<file path="src/rtl/branch_predictor_pkg.sv">
// Shared types and defaults for the fetch-side BTB predictor.
// Counter encodings, default geometry and the BTB entry layout.
package branch_predictor_pkg;

  localparam int PC_WIDTH_DEF   = 12;
  localparam int INDEX_BITS_DEF = 6;
  localparam int TAG_BITS_DEF   = PC_WIDTH_DEF - INDEX_BITS_DEF;

  typedef enum logic [1:0] {
    SNT = 2'b00,
    WNT = 2'b01,
    WT  = 2'b10,
    ST  = 2'b11
  } ctr_e;

  typedef struct packed {
    logic                    valid;
    logic [TAG_BITS_DEF-1:0] tag;
    logic [PC_WIDTH_DEF-1:0] target;
    ctr_e                    ctr;
  } btb_entry_t;

endpackage

</file>
<file path="src/rtl/sat_counter2.sv">
// 2-bit saturating up/down counter, used as a next-state function.
// Holds when disabled; saturates at ST going up and SNT going down.
module sat_counter2
  import branch_predictor_pkg::*;
(
  input  logic en_i,
  input  logic up_i,
  input  ctr_e ctr_i,
  output ctr_e ctr_o
);

  always_comb begin
    ctr_o = ctr_i;
    if (en_i) begin
      if (up_i && ctr_i != ST)
        ctr_o = ctr_e'(ctr_i + 2'd1);
      else if (!up_i && ctr_i != SNT)
        ctr_o = ctr_e'(ctr_i - 2'd1);
    end
  end

endmodule

</file>
<file path="src/rtl/branch_predictor.sv">
// Direct-mapped BTB next-PC predictor with 2-bit direction counters.
// Asynchronous-read lookup; trained by execute-stage branch resolution.
module branch_predictor
  import branch_predictor_pkg::*;
#(
  parameter int PC_WIDTH   = PC_WIDTH_DEF,
  parameter int INDEX_BITS = INDEX_BITS_DEF
) (
  input  logic                clock,
  input  logic                reset,
  input  logic [PC_WIDTH-1:0] fetch_pc,
  output logic                predict_taken,
  output logic [PC_WIDTH-1:0] predict_target,
  input  logic                update_valid,
  input  logic [PC_WIDTH-1:0] update_pc,
  input  logic                update_taken,
  input  logic [PC_WIDTH-1:0] update_target,
  input  logic                update_pred_taken,
  input  logic [PC_WIDTH-1:0] update_pred_target,
  input  logic                bp_clear,
  output logic                mispredict,
  output logic [31:0]         branch_count,
  output logic [31:0]         mispredict_count
);

  localparam int TAG_BITS = PC_WIDTH - INDEX_BITS;
  localparam int ENTRIES  = 2 ** INDEX_BITS;

  logic [ENTRIES-1:0]  valid_q, valid_d;
  ctr_e                ctr_q [ENTRIES];
  ctr_e                ctr_d [ENTRIES];
  logic [TAG_BITS-1:0] tag_q [ENTRIES];
  logic [PC_WIDTH-1:0] target_q [ENTRIES];

  logic        mp_q, mp_d;
  logic [31:0] bc_q, bc_d;
  logic [31:0] mc_q, mc_d;

  logic [INDEX_BITS-1:0] fidx, uidx;
  logic [TAG_BITS-1:0]   ftag, utag;
  logic                  fhit, uhit, mp;
  ctr_e                  ctr_upd;

  assign fidx = fetch_pc[INDEX_BITS-1:0];
  assign ftag = fetch_pc[PC_WIDTH-1:INDEX_BITS];
  assign uidx = update_pc[INDEX_BITS-1:0];
  assign utag = update_pc[PC_WIDTH-1:INDEX_BITS];

  assign fhit = valid_q[fidx] && (tag_q[fidx] == ftag);
  assign uhit = valid_q[uidx] && (tag_q[uidx] == utag);

  assign predict_taken  = fhit && ctr_q[fidx][1];
  assign predict_target = predict_taken ? target_q[fidx]
                                        : fetch_pc + PC_WIDTH'(1);

  assign mp = update_valid &&
              ((update_pred_taken != update_taken) ||
               (update_taken &&
                update_pred_target != update_target));

  sat_counter2 u_ctr (
    .en_i  (uhit),
    .up_i  (update_taken),
    .ctr_i (ctr_q[uidx]),
    .ctr_o (ctr_upd)
  );

  always_comb begin
    valid_d = valid_q;
    ctr_d   = ctr_q;
    if (bp_clear) begin
      valid_d = '0;
      for (int i = 0; i < ENTRIES; i++)
        ctr_d[i] = WNT;
    end else if (update_valid) begin
      if (uhit) begin
        ctr_d[uidx] = ctr_upd;
      end else if (update_taken) begin
        valid_d[uidx] = 1'b1;
        ctr_d[uidx]   = WT;
      end
    end
    mp_d = mp;
    bc_d = bc_q + 32'(update_valid);
    mc_d = mc_q + 32'(mp);
  end

  always_ff @(posedge clock or negedge reset) begin
    if (!reset) begin
      valid_q <= '0;
      for (int i = 0; i < ENTRIES; i++)
        ctr_q[i] <= WNT;
      mp_q <= 1'b0;
      bc_q <= '0;
      mc_q <= '0;
    end else begin
      valid_q <= valid_d;
      ctr_q   <= ctr_d;
      mp_q    <= mp_d;
      bc_q    <= bc_d;
      mc_q    <= mc_d;
    end
  end

  // Tag/target need no reset: they are only read behind a valid bit.
  always_ff @(posedge clock) begin
    if (update_valid && update_taken && !bp_clear) begin
      tag_q[uidx]    <= utag;
      target_q[uidx] <= update_target;
    end
  end

  assign mispredict       = mp_q;
  assign branch_count     = bc_q;
  assign mispredict_count = mc_q;

endmodule
</file>
<file path="config.mk">
export PLATFORM = sky130hd
export DESIGN_NAME = branch_predictor
export DESIGN_NICKNAME = d
export VERILOG_FILES = /design/src/rtl/branch_predictor_pkg.sv /design/src/rtl/sat_counter2.sv /design/src/rtl/branch_predictor.sv
export SDC_FILE = /design/constraint.sdc
export NUM_CORES = 2
export LEC_CHECK = 0
export BUFFER_PORTS_ARGS = -buffer_cell sky130_fd_sc_hd__clkbuf_2
export CAP_MARGIN = 10
export CORE_MARGIN = 2
export CORE_UTILIZATION = 50
export CTS_CLUSTER_SIZE = 14
export DETAILED_ROUTE_END_ITERATION = 10
export PLACE_DENSITY = 0.76
export SYNTH_ARGS = -nofsm -noshare
export SYNTH_HDL_FRONTEND = slang
export SYNTH_SLANG_ARGS = --single-unit
export TNS_END_PERCENT = 20
</file>
<file path="constraint.sdc">
create_clock -name clock -period 5.2 [get_ports clock]
set_clock_uncertainty 0.2 [all_clocks]
set_input_delay 0.52 -clock clock [delete_from_list [all_inputs] [get_ports clock]]
set_output_delay 0.52 -clock clock [all_outputs]
set_load 0.005 [all_outputs]
</file>
==> out/results.ini <==
[worst_setup_path]
regToRegStartpoint = tag_q[60][3]$_DFFE_PP_
r2r_cells = 12
critPathMaxFanout = 33
worst_ep_arrival_time_ps = 4280
crit_path_start_kind = input pin
max_stage_delay_ps = 500
critPathSlowestCell = sky130_fd_sc_hd__mux4_2
timing_worst_setup_path_type = in2out
reg2reg_to = ctr_q[7]$_DFFE_PN0P_
ordered_cell_list_for_the_critical_path = buf_8 -> buf_12 -> buf_4 -> mux4_2 -> and2_1 -> a211oi_1 -> a211oi_1 -> a21oi_1 -> o21ai_0 -> xnor2_1 -> nand4_1 -> nor3_2 -> buf_12 -> mux2_2 -> clkbuf_2
worst_reg2reg_setup_slack_ps = 1160
setup.worst_path.end_class = output port
crit_required_ps = 4480

[status]
run_status = complete, no violations

[clock_network]
htree_num_levels = 4
clkSinkCount = 1409
number_of_buffers_added_by_the_clock_tree_synthesis_step = 141
buffer_levels_on_the_longest_clock_path = 3
worstSkewPairLatency_ps = 790
cts_tree = yes
cts_hold_repair.buffers = 6
cts_resized = 0
cts_post_setup_buffers_inserted = 0
worst_setup_hold_path_clk_slew_ps = 50
clock_root_buffer = sky130_fd_sc_hd__clkbuf_16

[final_layout]
sequential_cell_area_um2 = 41100
p_r_area_growth_vs_syn_pct = 13.3
drive_above_1_share_pct = 29.9
final.fill_count = 8808
multi_input_area_um2 = 18500
nNetsFinal = 3800

[min_path]
whs_endpoint = mispredict$_DFF_PN0_
min_path_type = in2reg
timing.hold.worst.start = update_valid
worst_hold_path.num_cells = 2

[place]
finalWeightedCongestion = 0.980
buffer_ports.inserted = 131
dp_hpwl_mm = 112

[power]
peak_ir_drop_on_the_vdd_network_mv = 0.426
power.density_nw_per_um2 = 344
switchingPower_w = 0.00547
power.sequential.fraction_pct = 51.8
cell_internal_pwr_w = 0.0184
clkPwrFrac_pct = 41.1
leakage_nw = 23.3
switching_share_pct = 22.9
power_frac_comb_pct = 7.1

[logic_synthesis]
ys_warn_count = 0
synth_cells = 3483
synth-async-reset-ratio_pct = 18.2
synth_area_um2 = 61200
syn_avg_cell_area_um2 = 17.6
synth_sequential_area_ratio_pct = 67.2
synthDominantAreaCellType = sky130_fd_sc_hd__edfxtp_1
ys_top_cells_by_area = sky130_fd_sc_hd__edfxtp_1, sky130_fd_sc_hd__mux4_2, sky130_fd_sc_hd__dfrtp_1
synthDominantCellAreaShare_pct = 56.5
post_synth_num_cell_types = 63
number_of_synthesized_register_bits = 1409
main_flop_type_after_synthesis = sky130_fd_sc_hd__edfxtp_1
count_of_flip_flops_with_a_built_in_enable_after_synthesis = 1152
synth.net_count = 3544

[route]
postRouteAntennaNets = 0
viasPerCell = 6.82
detail_route.iter0.violations = 6224
wirelength_mm = 183
drt_pass1_iterations = 6
detailroute.via_count = 37400
wire_per_inst_um = 33.4
drt_drc_violations_left = 0

[global_routing]
grt_pass1_vias = 37300
gr_util_all_layers_pct = 29.2
antenna_found_initial = 7
pin_count_of_the_biggest_net_entering_global_routing = 116
globalRoute.totalOverflow = 0
wire_length_of_the_first_global_routing_pass_mm = 262

[floorplanning]
die_height_um = 354
dieWidth_um = 354
core_region_area_um2 = 122000
die_area_um2 = 125000
effective_utilization_at_floorplan_pct = 50.4
top_level_ports = 132
core.rowCount = 128

[timing]
max_slew_margin_pct = 12.5
fin_crit_ps = 5000
setup_viol = 0
timing.hold.ws_ps = 45.5
timing.fmax_mhz = 200
min_period_over_period_pct = 96.1
timing_hold_violations_final = 0
timing_max_transition_violations_final = 0
tightest_slew_ps = 1300
grt_setup_unrepaired = no
totalNegativeSetupSlack_ps = 0

[run]
drv_cap = 0

==> routing by layer <==
layer,part of all wire (%),track usage (%),vias to the layer above
met5,0.022,0,-
met4,5.8,14.7,6
met3,13,8.89,585
met2,47,45.6,3042
met1,34,37.3,19000
li1,-,-,14700
==> registers in the layout (all words and copies together) (netlist names) <==
register	cells
target_q	768
branch_count	32
mispredict_count	32
tag_q	384
mispredict	1
ctr_q	128
valid_q	64
==> area by class of cell <==
class	instances	area share, %
Sequential cell	1409	59.3
Multi-Input combinational cell	1686	26.6
Clock buffer	189	5.53
Timing Repair Buffer	363	4.08
Tap cell	1625	2.93
Clock inverter	64	0.781
Inverter	138	0.747
Antenna cell	3	0.0108
==> cell families after synthesis <==
family | Yosys count | share of synthesized area [%]
flops | 1409 | 67.2
mux | 621 | 18.7
compound gates | 518 | 6.13
simple gates | 444 | 3.50
buf+inv | 388 | 2.96
xor+xnor | 96 | 1.37
fa+ha+maj | 7 | 0.143
==> metrics by stage <==
step	area, um2	power, W	std cells	util, %	setup slack, ps
6_report	69300	0.0239	5477	57.0	204
5_1_grt	69300	0.0244	5475	57.0	88.1
4_1_cts	69300	0.0239	5473	57.0	314
3_5_place_dp	64900	0.0143	5214	53.4	343
3_3_place_gp	64900	0.0142	5214	53.4	373
2_1_floorplan	61200	0.0135	3483	-	815
==> how the worst max path moves through the flow <==
stage | slack (ps) | depth (start not counted) | startpoint | to
after floorplan | 810 | 10 | fetch_pc[1] | predict_target[10]
after global placement | 370 | 15 | fetch_pc[0] | predict_target[6]
after detailed placement | 340 | 13 | fetch_pc[0] | predict_target[5]
after CTS | 310 | 15 | fetch_pc[0] | predict_target[5]
after global routing | 90 | 12 | tag_q[8][0]$_DFFE_PP_ | predict_target[1]
final | 200 | 15 | fetch_pc[0] | predict_target[2]
==> Yosys cell counts, drive strengths merged, types with 64 or more instances <==
master,n
dfrtp,193
o21ai,102
clkbuf,95
a221o,70
mux4,416
a221oi,93
mux2i,168
buf,155
edfxtp,1152
nor2,171
inv,138
nand2,73
nand3,67
dfstp,64
o22ai,77
==> power by group through the flow <==
| stage | clock network (W) | registers, W | logic [W] |
|---|---|---|---|
| global placement | 0 | 0.0126 | 0.00163 |
| floorplan | 0 | 0.0126 | 0.000921 |
| finish | 0.00981 | 0.0124 | 0.00170 |
| detailed placement | 0 | 0.0126 | 0.00166 |
| global route | 0.0103 | 0.0124 | 0.00177 |
| CTS | 0.00990 | 0.0124 | 0.00168 |
==> worst max-delay path, delay by kind of cell <==
kind,cells,cell delay (ps)
buffers and inverters,5,1180
muxes,2,850
and+or+nand+nor,3,780
AOI/OAI and AO/OA,4,680
xor gates and xnor gates,1,180
==> placed cells by master (no fill, tap or decap), types with 8 or more instances in the layout <==
cell type	instances
sky130_fd_sc_hd__o21ai_1	8
sky130_fd_sc_hd__dfstp_2	64
sky130_fd_sc_hd__a211oi_1	19
sky130_fd_sc_hd__a21oi_1	45
sky130_fd_sc_hd__buf_12	28
sky130_fd_sc_hd__clkbuf_2	123
sky130_fd_sc_hd__clkbuf_16	145
sky130_fd_sc_hd__nor3_1	21
sky130_fd_sc_hd__o31ai_1	8
sky130_fd_sc_hd__xnor2_1	59
sky130_fd_sc_hd__a221oi_1	93
sky130_fd_sc_hd__xor2_1	37
sky130_fd_sc_hd__or2_2	9
sky130_fd_sc_hd__nand3_1	67
sky130_fd_sc_hd__edfxtp_1	1152
sky130_fd_sc_hd__mux2_2	36
sky130_fd_sc_hd__clkinv_2	25
sky130_fd_sc_hd__nor2_2	65
sky130_fd_sc_hd__o21ai_0	94
sky130_fd_sc_hd__nand2_1	72
sky130_fd_sc_hd__clkbuf_1	40
sky130_fd_sc_hd__a22oi_1	62
sky130_fd_sc_hd__dfrtp_1	193
sky130_fd_sc_hd__and3_1	19
sky130_fd_sc_hd__mux4_2	416
sky130_fd_sc_hd__nand4_1	23
sky130_fd_sc_hd__o311ai_0	8
sky130_fd_sc_hd__nor2b_1	17
sky130_fd_sc_hd__buf_4	198
sky130_fd_sc_hd__clkinv_1	23
sky130_fd_sc_hd__mux2i_1	168
sky130_fd_sc_hd__a221o_1	70
sky130_fd_sc_hd__nor2_1	106
sky130_fd_sc_hd__o22ai_1	77
sky130_fd_sc_hd__inv_1	137
Power figures use the tool's default switching activity.
